**config.mk**
```make
export PLATFORM = sky130hd
export DESIGN_NAME = out_display_ctrl
export DESIGN_NICKNAME = d
export VERILOG_FILES = /design/src/rtl/out_display_ctrl.sv
export SDC_FILE = /design/constraint.sdc
export NUM_CORES = 1
export LEC_CHECK = 0
export BUFFER_PORTS_ARGS = -buffer_cell sky130_fd_sc_hd__buf_2
export CAP_MARGIN = 20
export CELL_PAD_IN_SITES_DETAIL_PLACEMENT = 2
export CELL_PAD_IN_SITES_GLOBAL_PLACEMENT = 2
export CORE_UTILIZATION = 35
export CTS_CLUSTER_SIZE = 20
export DETAILED_ROUTE_END_ITERATION = 12
export PLACE_DENSITY_LB_ADDON = 0.1
export RECOVER_POWER = 100
export SYNTH_ARGS = -nofsm -noshare
export SYNTH_HDL_FRONTEND = slang
export SYNTH_SLANG_ARGS = --single-unit
```
**constraint.sdc**
```tcl
create_clock -name clk -period 2.6 [get_ports clk]
set_input_delay 0.39 -clock clk [delete_from_list [all_inputs] [get_ports clk]]
set_output_delay 0.39 -clock clk [all_outputs]
set_load 0.05 [all_outputs]
```
**src/rtl/out_display_ctrl.sv**
```systemverilog
// out_display_ctrl: converts the CPU output word to packed BCD with a
// one-bit-per-clock double-dabble engine and scans the result onto a
// time-multiplexed, active-low 7-segment display with leading-zero blanking.
module out_display_ctrl #(
  parameter int DATA_WIDTH  = 16,
  parameter int DIGITS      = 5,
  parameter int REFRESH_DIV = 50000
) (
  input  logic                    clk,
  input  logic                    rst_n,
  input  logic [DATA_WIDTH-1:0]   in_data,
  output logic                    busy,
  output logic                    valid,
  output logic [4*DIGITS-1:0]     bcd,
  output logic [6:0]              seg,
  output logic [DIGITS-1:0]       an
);

  localparam int BCD_W = 4 * DIGITS;
  localparam int CNT_W = (DATA_WIDTH > 1) ? $clog2(DATA_WIDTH) : 1;
  localparam int REF_W = (REFRESH_DIV > 1) ? $clog2(REFRESH_DIV) : 1;
  localparam int IDX_W = (DIGITS > 1) ? $clog2(DIGITS) : 1;

  typedef enum logic [1:0] {
    IDLE  = 2'd0,
    SHIFT = 2'd1,
    DONE  = 2'd2
  } state_t;

  state_t                state_q, state_d;
  logic [DATA_WIDTH-1:0] last_q, last_d;
  logic [DATA_WIDTH-1:0] bin_sh_q, bin_sh_d;
  logic [BCD_W-1:0]      work_q, work_d;
  logic [CNT_W-1:0]      cnt_q, cnt_d;
  logic [BCD_W-1:0]      bcd_q, bcd_d;
  logic                  busy_q, busy_d;
  logic                  valid_q, valid_d;
  logic [REF_W-1:0]      refresh_cnt_q, refresh_cnt_d;
  logic [IDX_W-1:0]      digit_idx_q, digit_idx_d;
  logic [DIGITS-1:0]     an_q, an_d;
  logic [6:0]            seg_q, seg_d;

  logic [BCD_W-1:0]      adj;
  logic                  carry_unused;
  logic [DIGITS-1:0]     lz;
  logic [3:0]            digit_val;
  logic                  blank;

  // Active-low gfedcba pattern for one BCD digit; non-decimal codes blank.
  function automatic logic [6:0] seg_decode(input logic [3:0] d);
    logic [6:0] s;
    case (d)
      4'd0:    s = 7'b1000000;
      4'd1:    s = 7'b1111001;
      4'd2:    s = 7'b0100100;
      4'd3:    s = 7'b0110000;
      4'd4:    s = 7'b0011001;
      4'd5:    s = 7'b0010010;
      4'd6:    s = 7'b0000010;
      4'd7:    s = 7'b1111000;
      4'd8:    s = 7'b0000000;
      4'd9:    s = 7'b0010000;
      default: s = 7'b1111111;
    endcase
    return s;
  endfunction

  // Conversion FSM: latch a new word, shift it through the add-3 digits, publish.
  always_comb begin
    state_d      = state_q;
    last_d       = last_q;
    bin_sh_d     = bin_sh_q;
    work_d       = work_q;
    cnt_d        = cnt_q;
    bcd_d        = bcd_q;
    busy_d       = busy_q;
    valid_d      = valid_q;
    carry_unused = 1'b0;
    adj          = work_q;
    for (int i = 0; i < DIGITS; i++) begin
      if (work_q[4*i +: 4] >= 4'd5) begin
        adj[4*i +: 4] = work_q[4*i +: 4] + 4'd3;
      end
    end
    case (state_q)
      IDLE: begin
        if ((in_data != last_q) || !valid_q) begin
          bin_sh_d = in_data;
          last_d   = in_data;
          work_d   = '0;
          cnt_d    = '0;
          busy_d   = 1'b1;
          state_d  = SHIFT;
        end
      end
      SHIFT: begin
        {carry_unused, work_d, bin_sh_d} = {adj, bin_sh_q, 1'b0};
        cnt_d = cnt_q + CNT_W'(1);
        if (cnt_q == CNT_W'(DATA_WIDTH - 1)) begin
          state_d = DONE;
        end
      end
      DONE: begin
        bcd_d   = work_q;
        valid_d = 1'b1;
        busy_d  = 1'b0;
        state_d = IDLE;
      end
      default: state_d = IDLE;
    endcase
  end

  // Display scan: free-running refresh divider, digit select, blanking and decode.
  always_comb begin
    refresh_cnt_d = refresh_cnt_q + REF_W'(1);
    digit_idx_d   = digit_idx_q;
    if (refresh_cnt_q == REF_W'(REFRESH_DIV - 1)) begin
      refresh_cnt_d = '0;
      if (digit_idx_q == IDX_W'(DIGITS - 1)) begin
        digit_idx_d = '0;
      end else begin
        digit_idx_d = digit_idx_q + IDX_W'(1);
      end
    end
    lz[DIGITS-1] = (bcd_q[BCD_W-1 -: 4] == 4'd0);
    for (int i = DIGITS - 2; i >= 0; i--) begin
      lz[i] = lz[i+1] && (bcd_q[4*i +: 4] == 4'd0);
    end
    an_d      = '1;
    digit_val = 4'd0;
    blank     = 1'b0;
    for (int i = 0; i < DIGITS; i++) begin
      if (digit_idx_q == IDX_W'(i)) begin
        an_d[i]   = 1'b0;
        digit_val = bcd_q[4*i +: 4];
        blank     = (i != 0) && lz[i];
      end
    end
    seg_d = blank ? 7'b1111111 : seg_decode(digit_val);
  end

  // State and datapath registers with asynchronous active-low reset.
  always_ff @(posedge clk or negedge rst_n) begin
    if (!rst_n) begin
      state_q       <= IDLE;
      last_q        <= '0;
      bin_sh_q      <= '0;
      work_q        <= '0;
      cnt_q         <= '0;
      bcd_q         <= '0;
      busy_q        <= 1'b0;
      valid_q       <= 1'b0;
      refresh_cnt_q <= '0;
      digit_idx_q   <= '0;
      an_q          <= ~DIGITS'(1);
      seg_q         <= 7'b1000000;
    end else begin
      state_q       <= state_d;
      last_q        <= last_d;
      bin_sh_q      <= bin_sh_d;
      work_q        <= work_d;
      cnt_q         <= cnt_d;
      bcd_q         <= bcd_d;
      busy_q        <= busy_d;
      valid_q       <= valid_d;
      refresh_cnt_q <= refresh_cnt_d;
      digit_idx_q   <= digit_idx_d;
      an_q          <= an_d;
      seg_q         <= seg_d;
    end
  end

  assign busy  = busy_q;
  assign valid = valid_q;
  assign bcd   = bcd_q;
  assign seg   = seg_q;
  assign an    = an_q;

endmodule

```
==> out/qor.log <==
INFO  layout         layout.filler_cells=1617
INFO  logic_synthesis synth_nets=546
INFO  floorplan      rows=44
INFO  outcome        run_status=completed
INFO  worst_setup_path reg2reg_depth=9
INFO  placement      port-buffer-count=51
INFO  sta            setup_violating_endpoint_count_in_the_final_report=0
INFO  logic_synthesis ys_async_sr_fraction=100.0%
INFO  layout         final_layout_size_suffix_gt1_share=12.39%
INFO  global_route   first_global_vias=4480
INFO  clock_tree     post_cts.resized_instances=0
INFO  global_route   grt_overflow=0
INFO  floorplan      die-height=125.7um
INFO  global_route   gr-usage-all-layers=19.64%
INFO  route          route.detailed.drc=0
INFO  worst_setup_path rr_endpoint=seg[3]
INFO  floorplan      die_area=15810um2
INFO  worst_setup_path reg2reg_setup_slack=0.20ns
INFO  pwr            power_report.internal_total=0.004244W
INFO  logic_synthesis yosys.cell_types.count=61
INFO  route          vias_per_cell=5.403
INFO  sta            max_slew.worst_pin.slew=1.204ns
INFO  clock_tree     cts_num_sinks=111
INFO  logic_synthesis postSynthRegisterBits=111
INFO  floorplan      floorplan.io_pins=52
INFO  sta            finalClockSkew=0.01142ns
INFO  sta            slew_headroom=19.70%
INFO  sta            setup_total_negative_slack=0ns
INFO  pwr            irDropWorstVdd=0.0004100V
INFO  worst_setup_path r2r-start=digit_idx_q[0]
INFO  placement      dpl-instance-area=5903um2
INFO  worst_setup_path cp_data_required_time=2.87ns
INFO  worst_setup_path startpoint_type_of_the_worst_setup_path=register
INFO  worst_setup_path crit_path_end=seg[3]
INFO  sta            timing_hold_violations_final=0
INFO  layout         layout-area-overhead-vs-synth=14.06%
INFO  worst_setup_path worst_setup_path_end_kind=register
INFO  sta            final-max-slew-violation-count=0
INFO  worst_setup_path critical-path-max-stage-delay=0.41ns
INFO  worst_setup_path worstPathArrival=2.67ns
INFO  route          ant_nets=0
INFO  layout         post-route-cell-area=6111um2
INFO  logic_synthesis seq_area_frac_synth=51.96%
INFO  worst_hold_path worst_hold_path_type=in2async
INFO  pwr            power.sequential.fraction=39.2%
INFO  sta            fmaxAchievable=417.5MHz
INFO  worst_setup_path setup.worst_path.start=digit_idx_q[0]
INFO  clock_tree     clk_latency=0.36ns
INFO  logic_synthesis post-synth-top-area-cell=sky130_fd_sc_hd__dfrtp_1
INFO  placement      half_perimeter_wire_length_after_placement=10450um
INFO  route          drt_wl_total=14410um
INFO  floorplan      initial_core_util=36.31%
INFO  global_route   largest_net_degree_at_the_start_of_global_routing=48
INFO  clock_tree     cts_tree=done
INFO  logic_synthesis synthDominantCellAreaShare=49.51%
INFO  placement      dpl_worst_slack=0.2290ns
INFO  worst_setup_path critical-path-slowest-cell=sky130_fd_sc_hd__a221oi_1
INFO  clock_tree     htreeDepth=3
INFO  route          firstDrtPassIters=4
INFO  clock_tree     cts_buffers=9
INFO  worst_setup_path critical_path.max_fanout=6
INFO  pwr            total_leakage_power=2.763nW
INFO  logic_synthesis synth.avg_cell_area=10.51um2
INFO  worst_setup_path crit_chain=ha_1, ha_1, or2_2, a221oi_1, a311oi_4, inv_2, ha_1, nor2b_1, o2111ai_1
INFO  logic_synthesis synth_enable_flop_cells=0
INFO  logic_synthesis syn-cell-area=5358um2
INFO  floorplan      core_ar=14750um2
INFO  route          num_vias=4090
INFO  worst_setup_path path_common_cell=sky130_fd_sc_hd__ha_1
INFO  clock_tree     cts-hold-fix-buffers=0
INFO  pwr            comb_power_share=42.0%
INFO  pwr            total_power=0.007490W
INFO  sta            grt_setup_unrepaired=no
INFO  layout         antenna-diode-count=0
INFO  clock_tree     root_buffer=sky130_fd_sc_hd__clkbuf_16
INFO  pwr            netSwitchingFraction=43.34%
INFO  layout         layout.core_utilization=41.42%
INFO  logic_synthesis synth_top_cells_by_area=sky130_fd_sc_hd__dfrtp_1 (50%), sky130_fd_sc_hd__nand2_1 (4.7%), sky130_fd_sc_hd__ha_1 (4.2%)
INFO  logic_synthesis cells_after_synth=510
INFO  route          detail_route.iter0.violations=130
INFO  layout         nNetsFinal=605
INFO  worst_setup_path critical_path_class=reg2reg
INFO  sta            postLayoutSetupSlackWorst=0.2047ns
INFO  global_route   grt_first_pass_wirelength=24210um
INFO  clock_tree     clkSlewWorstSetupHoldPaths=0.08ns
INFO  clock_tree     clock_tree.buffer_depth=2
INFO  pwr            clock_power_share=18.8%
INFO  floorplan      floorplan.die.width=125.7um
INFO  job            max_cap_viol_count=0
INFO  route          routed_wire_length_per_instance=19.04um
INFO  logic_synthesis synth_top_flop_cell=sky130_fd_sc_hd__dfrtp_1
INFO  clock_tree     setup_fix_bufs_post_cts=0
INFO  global_route   antenna_violations_before_repair=0
INFO  pwr            power.switching=0.003246W
INFO  logic_synthesis ys_warn_count=0
INFO  pwr            power.density=1226nW/um2
INFO  placement      gp_routability_congestion=0.8130
INFO  sta            final.min_clock_period=2.395ns
INFO  sta            min_period_over_period=92.13%
cells in the mapped netlist (all sizes together) (2+ instances only):
cell     instances
nor3             7
ha              18
o22ai           10
nand3b           2
o21a             2
o211ai           3
dfrtp          106
nor3b            3
o21ai           35
inv             25
or2              2
nand3            9
a22o            11
nor2            22
a21oi           29
nand4            5
nand2b          10
a2bb2oi          2
dfstp            5
nor2b            4
nor4             2
mux2            11
a221o           13
and3             7
and2             3
nand2           67
xnor2           21
xor2            11
o2bb2ai          2
buf              9
or4b             2
and4             4
a221oi           3
mux2i            4
clkbuf          12
a21o            13
through the flow:
stage / cells / hold WS (ns)
floorplan: 510 / 0.09441
global placement: 741 / 0.4471
detailed placement: 741 / 0.4559
CTS: 756 / 0.06231
global route: 757 / 0.3158
finish: 757 / 0.2591
layer usage:
layer	vias to the layer above	wire (um)	global-route usage [%]
li1	1925	-	-
met1	2094	6829	26.18
met2	52	7020	32.55
met3	19	326	2.931
met4	0	237	6.887
met5	-	0	0
worst max-delay path: cells and delay by family, from the launching register on:
kind | cells | cell delay, ns
AOI/OAI and AO/OA | 3 | 0.69
adders and majority gates | 3 | 0.64
buffers and inverters | 1 | 0.12
DFF | 1 | 0.40
and+or+nand+nor | 2 | 0.45
how the worst min path moves through the flow:
stage,depth (start not counted),endpoint,startpoint
final,1,seg[1],rst_n
after global placement,1,seg[1],rst_n
after floorplan,0,an[0],rst_n
after detailed placement,1,seg[1],rst_n
after CTS,1,bcd[10],rst_n
after global routing,2,last_q[15],in_data[15]
layout by cell type, fill, tap and decap left out, types with 3 or more instances in the layout:
cell and n:
sky130_fd_sc_hd__xor2_1 11, sky130_fd_sc_hd__nor2b_1 4, sky130_fd_sc_hd__a221o_1 13, sky130_fd_sc_hd__nand3_1 9
sky130_fd_sc_hd__nor2_1 22, sky130_fd_sc_hd__nor3b_1 3, sky130_fd_sc_hd__nand2b_1 10, sky130_fd_sc_hd__and4_1 4
sky130_fd_sc_hd__ha_1 18, sky130_fd_sc_hd__nand4_1 5, sky130_fd_sc_hd__clkbuf_16 9, sky130_fd_sc_hd__o22ai_1 10
sky130_fd_sc_hd__mux2i_1 4, sky130_fd_sc_hd__clkbuf_1 42, sky130_fd_sc_hd__a21o_1 13, sky130_fd_sc_hd__xnor2_1 21
sky130_fd_sc_hd__and3_1 4, sky130_fd_sc_hd__dfrtp_1 106, sky130_fd_sc_hd__inv_1 23, sky130_fd_sc_hd__clkbuf_2 3
sky130_fd_sc_hd__buf_4 8, sky130_fd_sc_hd__a22o_1 11, sky130_fd_sc_hd__nor3_1 6, sky130_fd_sc_hd__o21ai_0 35
sky130_fd_sc_hd__a21oi_1 29, sky130_fd_sc_hd__mux2_2 11, sky130_fd_sc_hd__o211ai_1 3, sky130_fd_sc_hd__dfstp_2 5
sky130_fd_sc_hd__nand2_1 67, sky130_fd_sc_hd__buf_2 16
flip-flops by register name, indices dropped and copies added, names as in the netlist:
signal         flops
last_q            16
valid              1
bin_sh_q          16
refresh_cnt_q     16
seg                7
digit_idx_q        3
cnt_q              4
work_q            20
state_q            2
busy               1
an                 5
bcd               20
kinds of logic after synthesis:
kind of cell	synth area share, %
AO/OA/AOI/OAI	17.98
XOR/XNOR	5.231
adder cells (fa/ha/maj)	4.204
buffers and inverters	3.573
flip-flops	51.96
multiplexers	3.059
AND/OR/NAND/NOR	13.99
area by class of cell:
type / count / area, um2 / area share (%)
flip-flops and latches: 111 / 2784 / 45.56
clock inverters: 5 / 60.06 / 0.9828
inverters: 25 / 96.34 / 1.577
well taps: 184 / 230.2 / 3.767
repair buffers: 69 / 329.1 / 5.385
multi-input cells: 353 / 2382 / 38.98
clock buffers: 10 / 229.0 / 3.747
power groups by stage:
stage / Sequential [W] / Clock [W] / Combinational [W]
after floorplan: 0.00340 / 0 / 0.00180
after CTS: 0.00294 / 0.00146 / 0.00328
after global placement: 0.00293 / 0 / 0.00311
final: 0.00293 / 0.00141 / 0.00315
after detailed placement: 0.00297 / 0 / 0.00325
after global routing: 0.00304 / 0.00150 / 0.00349
No activity file was read; power rests on OpenSTA's default activity.
